--- src/rtl/keypad_pkg.sv ---
// keypad_pkg: scanner states, column constants and the optional key-code map (KEYPAD_CODE_EN)
package keypad_pkg;
  typedef enum logic [1:0] {SCAN, DEBOUNCE, HELD} state_t;
  localparam logic [3:0] COL0 = 4'b1000;
  localparam logic [3:0] COL1 = 4'b0100;
  localparam logic [3:0] COL2 = 4'b0010;
  localparam logic [3:0] COL3 = 4'b0001;
  function automatic logic [3:0] rot_col(input logic [3:0] c);
    return {c[0], c[3:1]};
  endfunction
  function automatic logic [1:0] onehot_idx(input logic [3:0] v);
    return v == COL0 ? 2'd0 : v == COL1 ? 2'd1 : v == COL2 ? 2'd2 : v == COL3 ? 2'd3 : 2'd0;
  endfunction
`ifdef KEYPAD_CODE_EN
  localparam logic [3:0] KEY_MAP [16] = '{4'h1, 4'h4, 4'h7, 4'hE,
                                          4'h2, 4'h5, 4'h8, 4'h0,
                                          4'h3, 4'h6, 4'h9, 4'hF,
                                          4'hA, 4'hB, 4'hC, 4'hD};
  function automatic logic [3:0] key_code(input logic [3:0] row, input logic [3:0] col);
    return KEY_MAP[{onehot_idx(col), onehot_idx(row)}];
  endfunction
`endif
endpackage

--- src/rtl/keypad_scanner_if.sv ---
// keypad_scanner_if: keypad pins and decoded-key outputs; o_KeyCode exists only with KEYPAD_CODE_EN
interface keypad_scanner_if;
  logic [3:0] i_Row;
  logic [3:0] o_Col;
  logic [3:0] o_ScanRow;
  logic [3:0] o_ScanCol;
  logic       o_KeyValid;
  logic       o_KeyHeld;
  logic       o_Release;
`ifdef KEYPAD_CODE_EN
  logic [3:0] o_KeyCode;
  modport master (input i_Row, output o_Col, o_ScanRow, o_ScanCol, o_KeyValid, o_KeyHeld, o_Release, o_KeyCode);
  modport slave (output i_Row, input o_Col, o_ScanRow, o_ScanCol, o_KeyValid, o_KeyHeld, o_Release, o_KeyCode);
`else
  modport master (input i_Row, output o_Col, o_ScanRow, o_ScanCol, o_KeyValid, o_KeyHeld, o_Release);
  modport slave (output i_Row, input o_Col, o_ScanRow, o_ScanCol, o_KeyValid, o_KeyHeld, o_Release);
`endif
endinterface

--- src/rtl/keypad_sync.sv ---
// keypad_sync: 2-flop synchronizer for the asynchronous 4-bit row lines
module keypad_sync (
  input  logic       clk,
  input  logic       rst,
  input  logic [3:0] d,
  output logic [3:0] q
);
  logic [3:0] meta;
  always_ff @(posedge clk) begin
    if (rst) {q, meta} <= '0;
    else     {q, meta} <= {meta, d};
  end
endmodule

--- src/rtl/keypad_scanner.sv ---
// keypad_scanner: 4x4 keypad column scan with press/release debounce; KEYPAD_CODE_EN adds o_KeyCode
import keypad_pkg::*;
module keypad_scanner #(
  parameter int SCAN_DIV     = 50000,
  parameter int DEBOUNCE_CNT = 20
) (
  input logic i_clk,
  input logic i_rst,
  keypad_scanner_if.master kp
);
  localparam int DW = $clog2(SCAN_DIV);
  localparam int CW = $clog2(DEBOUNCE_CNT + 1);
  localparam logic [DW-1:0] DIV_LAST = DW'(SCAN_DIV - 1);
  localparam logic [CW-1:0] DB_LAST = CW'(DEBOUNCE_CNT);
  state_t state, state_n;
  logic [DW-1:0] div;
  logic [CW-1:0] dbcnt, dbcnt_n, relcnt, relcnt_n;
  logic [3:0] row, col, col_n, srow, srow_n, scol, scol_n;
  logic valid, valid_n, held, held_n, rel, rel_n, tick;
  keypad_sync u_sync (.clk(i_clk), .rst(i_rst), .d(kp.i_Row), .q(row));
  assign tick = div == DIV_LAST;
  always_comb begin
    state_n = state;
    col_n = col;
    srow_n = srow;
    scol_n = scol;
    dbcnt_n = dbcnt;
    relcnt_n = relcnt;
    valid_n = 1'b0;
    rel_n = 1'b0;
    held_n = held;
    if (tick) begin
      case (state)
        SCAN: begin
          if ($onehot(row)) begin
            srow_n = row;
            scol_n = col;
            dbcnt_n = CW'(1);
            valid_n = DEBOUNCE_CNT == 1;
            held_n = DEBOUNCE_CNT == 1;
            state_n = DEBOUNCE_CNT == 1 ? HELD : DEBOUNCE;
          end else begin
            col_n = rot_col(col);
          end
        end
        DEBOUNCE: begin
          if (row == srow) begin
            dbcnt_n = dbcnt + CW'(1);
            valid_n = dbcnt_n == DB_LAST;
            held_n = dbcnt_n == DB_LAST;
            state_n = dbcnt_n == DB_LAST ? HELD : DEBOUNCE;
          end else begin
            srow_n = '0;
            scol_n = '0;
            dbcnt_n = '0;
            col_n = rot_col(col);
            state_n = SCAN;
          end
        end
        HELD: begin
          relcnt_n = row == srow ? '0 : relcnt + CW'(1);
          if (relcnt_n == DB_LAST) begin
            rel_n = 1'b1;
            held_n = 1'b0;
            srow_n = '0;
            scol_n = '0;
            dbcnt_n = '0;
            relcnt_n = '0;
            col_n = rot_col(col);
            state_n = SCAN;
          end
        end
        default: state_n = SCAN;
      endcase
    end
  end
  always_ff @(posedge i_clk) begin
    if (i_rst) begin
      state <= SCAN;
      div <= '0;
      col <= COL0;
      srow <= '0;
      scol <= '0;
      dbcnt <= '0;
      relcnt <= '0;
      valid <= 1'b0;
      held <= 1'b0;
      rel <= 1'b0;
    end else begin
      state <= state_n;
      div <= tick ? '0 : div + DW'(1);
      col <= col_n;
      srow <= srow_n;
      scol <= scol_n;
      dbcnt <= dbcnt_n;
      relcnt <= relcnt_n;
      valid <= valid_n;
      held <= held_n;
      rel <= rel_n;
    end
  end
  assign kp.o_Col = col;
  assign kp.o_ScanRow = srow;
  assign kp.o_ScanCol = scol;
  assign kp.o_KeyValid = valid;
  assign kp.o_KeyHeld = held;
  assign kp.o_Release = rel;
`ifdef KEYPAD_CODE_EN
  logic [3:0] code;
  always_ff @(posedge i_clk) begin
    if (i_rst) code <= '0;
    else       code <= held_n ? key_code(srow_n, scol_n) : '0;
  end
  assign kp.o_KeyCode = code;
`endif
endmodule

--- src/flat_wrapper.sv ---
// flat-port wrapper written by rule: the top's interface ports become plain ports
module keypad_scanner_flat 
#(
  parameter int SCAN_DIV     = 50000,
  parameter int DEBOUNCE_CNT = 20
)
  (i_clk, i_rst, kp_i_Row, kp_o_Col, kp_o_ScanRow, kp_o_ScanCol, kp_o_KeyValid, kp_o_KeyHeld, kp_o_Release);
  keypad_scanner_if kp_i ();
  input logic i_clk;
  input logic i_rst;
  input wire logic [$bits(kp_i.i_Row)-1:0] kp_i_Row;
  output wire logic [$bits(kp_i.o_Col)-1:0] kp_o_Col;
  output wire logic [$bits(kp_i.o_ScanRow)-1:0] kp_o_ScanRow;
  output wire logic [$bits(kp_i.o_ScanCol)-1:0] kp_o_ScanCol;
  output wire logic [$bits(kp_i.o_KeyValid)-1:0] kp_o_KeyValid;
  output wire logic [$bits(kp_i.o_KeyHeld)-1:0] kp_o_KeyHeld;
  output wire logic [$bits(kp_i.o_Release)-1:0] kp_o_Release;
  assign kp_i.i_Row = kp_i_Row;
  assign kp_o_Col = kp_i.o_Col;
  assign kp_o_ScanRow = kp_i.o_ScanRow;
  assign kp_o_ScanCol = kp_i.o_ScanCol;
  assign kp_o_KeyValid = kp_i.o_KeyValid;
  assign kp_o_KeyHeld = kp_i.o_KeyHeld;
  assign kp_o_Release = kp_i.o_Release;
  keypad_scanner #(.SCAN_DIV(SCAN_DIV), .DEBOUNCE_CNT(DEBOUNCE_CNT)) u_core (.i_clk(i_clk), .i_rst(i_rst), .kp(kp_i));
endmodule
--- config.mk ---
export PLATFORM = sky130hd
export DESIGN_NAME = keypad_scanner_flat
export DESIGN_NICKNAME = d
export VERILOG_FILES = /design/src/rtl/keypad_pkg.sv /design/src/rtl/keypad_scanner_if.sv /design/src/rtl/keypad_sync.sv /design/src/rtl/keypad_scanner.sv /design/src/flat_wrapper.sv
export SDC_FILE = /design/constraint.sdc
export NUM_CORES = 1
export LEC_CHECK = 0
export CAP_MARGIN = 20
export CORE_MARGIN = 5
export CORE_UTILIZATION = 47
export CTS_CLUSTER_DIAMETER = 150
export DETAILED_ROUTE_END_ITERATION = 7
export PLACE_DENSITY = 0.69
export REMOVE_ABC_BUFFERS = 1
export SLEW_MARGIN = 10
export SYNTH_ARGS = -nofsm -noshare
export SYNTH_HDL_FRONTEND = slang
export SYNTH_HIERARCHICAL = 1
export SYNTH_SLANG_ARGS = --single-unit
--- constraint.sdc ---
create_clock -name i_clk -period 3 [get_ports i_clk]
set_input_delay 0.45 -clock i_clk [delete_from_list [all_inputs] [get_ports i_clk]]
set_output_delay 0.45 -clock i_clk [all_outputs]
set_load 0.005 [all_outputs]
==> impl_metrics.tcl, run 1 <==
set metrics [dict create \
    detail-route-antenna-nets 0 \
    crit_path_start_kind "flip-flop" \
    yosysTopAreaCell "dfxtp_1" \
    path_cells "inv_1, fa_1, inv_1, ha_1, ha_1, nor3b_2, and2b_4, or2_4, or4_4, a21oi_2" \
    crit_required_ps 3250 \
    path_class "reg -> reg" \
    path_delay_family "simple AND/OR/NAND/NOR gates" \
    rsz0062_at_grt "no" \
    place_congestion 0.803 \
    vias 1959 \
    internal-power_uw 888 \
    area_growth_pct 15.5 \
    post-route-min-period_ps 2870 \
    post_dp_cell_area_mm2 0.00286 \
    globalRouteOverflowTotal 0 \
    max_slew_margin_pct 52.7 \
    antenna_found_initial 0 \
    r2r_slack_ps 130 \
    die_y_um 84.0 \
    cts_hold_buf 0 \
    drt-total-wl_um 4870 \
    maxCapViolCount 0 \
    p_sw_uw 279 \
    synthesis.area_mm2 0.00257 \
    p_leak_nw 1.09 \
    cp-startpoint "u_core/u_sync/q[0]" \
    dieWidth_um 84.0 \
    grt_max_degree 25 \
    clk_path_buf_depth 2 \
    cp_max_fo 11 \
    min-delay-start "u_core/u_sync/meta[3]" \
    tritoncts.num_buffers 5 \
    fin_crit_sh_pct 95.5 \
    die-area_mm2 0.00705 \
    grt_pass1_vias 1921 \
    start_util_pct 47.6 \
    fmax_mhz 349 \
    p_total_mw 1.17 \
    postLayoutCellArea_mm2 0.00297 \
    skew_ps 7.03 \
    ys_warn_count 6 \
    synth_area_leaders "dfxtp_1, mux2i_1, ha_1" \
    antenna_cells 0 \
    row_count 27 \
    synthFlopType "dfxtp_1" \
    setup_slack_ps 135 \
    powerDensity_mw_per_mm2 393 \
    place_ws_ps -81.0 \
    p_sw_share_pct 23.9 \
    drive_gt1_share_pct 13.9 \
    ys_seq_area_share_pct 39.7 \
    syn_area_per_cell_um2 9.42 \
    power_frac_clock_pct 35.0 \
    final-hold-violation-count 0 \
    worstMarginPinSlew_ps 707 \
    yosys_register_bits 51 \
    ios 21 \
    vias_per_cell 5.32 \
    cts-root-buf "clkbuf_8" \
    status "finished clean" \
    crit_buf_inv 2 \
    slowest_delay_ps 540 \
    critPathSlowestCell "or4_4" \
    async_flop_share_pct 0 \
    min_path_type "reg -> reg" \
    synth_common_cells "dfxtp_1, nor2_1, nand2b_1" \
    drc 0 \
    ys_types 56 \
    track_usage_pct 15.0 \
    grt_pass1_wl_um 8870 \
    setup_viol_count_final 0 \
    post_drt_wl_per_cell_um 13.2 \
    postSynthCellCount 273 \
    final_nets 312 \
    crit_path_end_kind "flip-flop" \
    slew_violations 0 \
    cp_data_arrival_time_ps 3110 \
    core-area_mm2 0.00541 \
    rr_startpoint "u_core/u_sync/q[0]" \
    ir_worst_vdd_mv 0.185 \
    yosys.area.top_type_share_pct 39.7 \
    htree_levels 2 \
    clkTransAtPathRegs_ps 100 \
    clk_latency_ps 310 \
    drt_iter0_drc 84 \
    yosysMostFrequentCell "dfxtp_1" \
    drtPass1Iterations 4 \
    combPwrFrac_pct 5.8 \
    portBuffers 20 \
    synth_edf_count 0 \
    hpwl_um 3420 \
    seqPwrFrac_pct 59.2 \
    clock-sinks 51 \
    cts_tree "done" \
]
cell families (layout without fill, tap and decap cells):
group | Yosys count | count (layout) | synth area share [%]
AOI/OAI and AO/OA | 34 | 34 | 8.80
and+or+nand+nor | 120 | 120 | 29.4
buffers and inverters | 22 | 45 | 3.84
DFF | 51 | 51 | 39.7
xor gates and xnor gates | 21 | 21 | 7.15
adders and majority gates | 11 | 11 | 5.64
muxes | 14 | 14 | 5.50
metrics by stage:
stage          cells  hold slack [ps]  util (%)  TNS (ps)
4_1_cts          367              456      54.7         0
3_5_place_dp     359              431      52.8      -180
2_1_floorplan    262              414         -         0
5_1_grt          368              472      55.0         0
3_3_place_gp     359              416      52.8         0
6_report         368              451      55.0         0
worst register-to-register path: cells and delay by family, from the launching register on:
| kind | cells | cell delay, ps |
|---|---|---|
| adder cells (fa/ha/maj) | 3 | 980 |
| flip-flops | 1 | 340 |
| buffers and inverters | 2 | 100 |
| AND/OR/NAND/NOR | 4 | 1230 |
| AO/OA/AOI/OAI | 1 | 150 |
registers in the layout, indices dropped and copies added, names as in the netlist:
signal and count:
u_core/dbcnt 5, u_core/div 16, u_core/kp.o_Col 4, u_core/kp.o_KeyHeld 1, u_core/kp.o_KeyValid 1, u_core/kp.o_Release 1
u_core/kp.o_ScanCol 4, u_core/kp.o_ScanRow 4, u_core/relcnt 5, u_core/state 2, u_core/u_sync/meta 4, u_core/u_sync/q 4
layout by cell type (no fill, tap or decap), types with 2 or more instances in the layout:
master,count
nand3_1,14
and4b_1,2
mux2i_1,13
clkbuf_8,5
a311oi_1,2
and4bb_2,2
nand4_1,4
o21ai_0,6
and2b_1,2
nand2b_1,15
inv_6,2
a21o_1,2
clkdlybuf4s50_1,20
nor4_4,2
xor2_1,13
o31ai_1,2
or3_1,5
ha_1,10
dfxtp_1,50
xnor2_1,8
nor3_1,6
a21oi_1,10
nor2_1,25
inv_1,11
and3_1,3
or4_1,2
nand2_1,7
or3b_2,6
a31oi_1,2
or4b_1,2
a21oi_2,2
nor2b_1,8
buf_4,5
final cells by class:
class                      count  area (um2)
clock buffer                   5        68.8
clock inverter                 3        22.5
fill                         503        2430
inverter                      11        41.3
multi-input combinational    200        1470
sequential                    51        1020
tap                           72        90.1
timing repair buffer          26         258
routing by layer:
layer  wire length (um)  vias to the layer above  global-route usage, %
met2               2210                       31                   22.9
met4                 70                        0                   5.12
li1                   -                      999                      -
met1               2430                      922                   20.9
met5                  0                        -                      0
met3                152                        7                   3.16
final timing paths:
check | to | depth (start not counted)
max | u_core/dbcnt[3] | 10
max reg2reg | u_core/dbcnt[3] | 10
min | u_core/u_sync/q[3] | 1
min reg2reg | u_core/u_sync/q[3] | 1
power by group through the flow:
stage / sequential (mW) / clock (mW) / combinational [mW]
2_1_floorplan: 0.705 / 0 / 0.0383
4_1_cts: 0.690 / 0.426 / 0.0654
3_3_place_gp: 0.706 / 0 / 0.0632
5_1_grt: 0.692 / 0.453 / 0.0765
6_report: 0.691 / 0.409 / 0.0681
3_5_place_dp: 0.706 / 0 / 0.0637
what timing repair did:
action,in CTS,in global routing
buffers inserted,0,1
resized for setup,2,3
pin swaps,0,1
endpoints found under the setup margin,5,4
Power figures use the tool's default switching activity.
==> inputs of run 2 (changes only) <==
--- a/config.mk
+++ b/config.mk
@@ -8,8 +8,10 @@
 export CAP_MARGIN = 20
 export CORE_MARGIN = 5
 export CORE_UTILIZATION = 47
-export CTS_CLUSTER_DIAMETER = 150
+export CTS_BUF_LIST = sky130_fd_sc_hd__clkbuf_2 sky130_fd_sc_hd__clkbuf_4 sky130_fd_sc_hd__clkbuf_8
+export CTS_CLUSTER_DIAMETER = 40
 export DETAILED_ROUTE_END_ITERATION = 7
+export HOLD_SLACK_MARGIN = 0.08
 export PLACE_DENSITY = 0.69
 export REMOVE_ABC_BUFFERS = 1
 export SLEW_MARGIN = 10
==> results of run 2 <==
No change in the layout: final DEF, timing and power equal those of run 1.
==> inputs of run 3 (changes only) <==
--- a/config.mk
+++ b/config.mk
@@ -6,6 +6,7 @@
 export NUM_CORES = 1
 export LEC_CHECK = 0
 export CAP_MARGIN = 20
+export CORE_ASPECT_RATIO = 1.5
 export CORE_MARGIN = 5
 export CORE_UTILIZATION = 47
 export CTS_BUF_LIST = sky130_fd_sc_hd__clkbuf_2 sky130_fd_sc_hd__clkbuf_4 sky130_fd_sc_hd__clkbuf_8
==> impl_metrics.tcl, run 3 (synthesis results as in run 1) <==
set metrics [dict create \
    status "finished clean" \
    hold_path_depth 1 \
    die-area_mm2 0.00708 \
    drc 0 \
    setup_slack_ps 141 \
    cts_tree "done" \
    top_register "u_core/div" \
    fin_crit_sh_pct 95.3 \
    post_dp_cell_area_mm2 0.00284 \
    holdWs_ps 445 \
    antenna_cells 0 \
    min-delay-start "u_core/u_sync/meta[3]" \
    vias_per_cell 5.32 \
    reg2regPathDepth 10 \
    drt-total-wl_um 4900 \
    die_y_um 101 \
    p_total_mw 1.22 \
    hpwl_um 3480 \
    r2r_slack_ps 140 \
    htree_levels 2 \
    area_growth_pct 15.6 \
    path_class "reg -> reg" \
    cp_data_arrival_time_ps 3090 \
    final-hold-violation-count 0 \
    start_util_pct 47.6 \
    tritoncts.num_buffers 5 \
    dieWidth_um 70.4 \
    maxCapViolCount 0 \
    clock-sinks 51 \
    setup_viol_count_final 0 \
    powerDensity_mw_per_mm2 411 \
    grt_pass1_wl_um 8440 \
    place_ws_ps -22.3 \
    crit_required_ps 3230 \
    fmax_mhz 350 \
    max_slew_margin_pct 57.1 \
    portBuffers 20 \
    antenna_found_initial 0 \
    timing.rr.end "u_core/dbcnt[2]" \
    tns_ps 0 \
    detail-route-antenna-nets 0 \
    row_count 33 \
    min_to "u_core/u_sync/q[3]" \
    core-area_mm2 0.00541 \
    clk_path_buf_depth 2 \
    crit_path_end_kind "flip-flop" \
    post-route-min-period_ps 2860 \
    crit_path_start_kind "flip-flop" \
    ir_worst_vdd_mv 0.240 \
    skew_ps 9.68 \
    worstMarginPinSlew_ps 644 \
    drt_iter0_drc 108 \
    min_path_type "reg -> reg" \
    drive_gt1_share_pct 14.0 \
    layout_commonest_cell "dfxtp_1" \
    drtPass1Iterations 4 \
    postLayoutCellArea_mm2 0.00297 \
    slew_violations 0 \
    place_congestion 0.785 \
    grt_max_degree 49 \
    largest_registers "u_core/div: 16 flops, u_core/dbcnt: 5 flops, u_core/relcnt: 5 flops" \
    cp_max_fo 11 \
    cts_hold_buf 0 \
    cts-root-buf "clkbuf_8" \
    grt_pass1_vias 1912 \
    layout_common_cells "dfxtp_1, nor2_1, clkdlybuf4s50_1" \
    globalRouteOverflowTotal 0 \
    post_drt_wl_per_cell_um 13.5 \
    track_usage_pct 14.5 \
    final_nets 309 \
    rr_startpoint "u_core/u_sync/q[0]" \
    ios 21 \
    p_leak_nw 1.08 \
    clk_latency_ps 300 \
    largest_reg_flops 16 \
    clkTransAtPathRegs_ps 90 \
    vias 1926 \
]
-- run 3: cell types whose count changed in the layout (fill, tap and decap cells not counted), sizes merged --
cell    delta
bufinv     +1
buf        -3
clkinv     -1
clkbuf     +1
inv        -2
-- run 3: cell type report --
cell class / count / area, um2
fillers: 488 / 2440
clock buffers: 6 / 76.3
inverters: 11 / 41.3
repair buffers: 23 / 235
well taps: 70 / 87.6
clock inverters: 1 / 30.0
multi-input cells: 200 / 1480
flip-flops and latches: 51 / 1020
-- run 3: worst max-delay path by stage --
stage	slack (ps)	to	startpoint	cells after the start
after floorplan	110	u_core/dbcnt[2]	u_core/u_sync/q[0]	10
after global placement	60	u_core/dbcnt[3]	u_core/u_sync/q[0]	10
after detailed placement	-20	u_core/dbcnt[2]	u_core/u_sync/q[0]	10
after CTS	3	u_core/dbcnt[2]	u_core/u_sync/q[0]	10
after global routing	-10	u_core/dbcnt[1]	u_core/u_sync/q[0]	10
final	140	u_core/dbcnt[2]	u_core/u_sync/q[0]	10
-- run 3: repair_timing --
action | CTS | global route
hold endpoints to repair | 0 | 0
gates resized for setup | 1 | 8
pin swaps | 0 | 4
setup buffers | 0 | 0
endpoints found under the setup margin | 4 | 9
-- run 3: report_power, final --
part / switching (mW) / internal, mW / leakage, nW / total (mW)
registers: 0.00551 / 0.685 / 0.414 / 0.690
logic: 0.0329 / 0.0325 / 0.615 / 0.0654
clock network: 0.212 / 0.254 / 0.0547 / 0.465
-- run 3: routing by layer --
layer | vias to the layer above | track usage (%) | wire, um
met5 | - | 0 | 0
met4 | 0 | 5.75 | 69
met3 | 7 | 2.89 | 106
met2 | 23 | 27.6 | 2650
met1 | 905 | 15.3 | 2070
li1 | 991 | - | -
-- run 3: worst max-delay path, cell delays in order, from the launching register on --
cell,delay (ps)
dfxtp_2,340
inv_1,60
fa_1,540
inv_1,40
ha_1,170
ha_1,280
nor3b_2,200
and2b_4,210
or2_4,270
or4_4,540
a21oi_2,110
-- run 3: metrics by stage --
step / cells / utilization, %
global placement: 355 / 52.5
floorplan: 262 / -
finish: 362 / 55.0
global route: 362 / 55.0
detailed placement: 355 / 52.5
CTS: 362 / 54.5
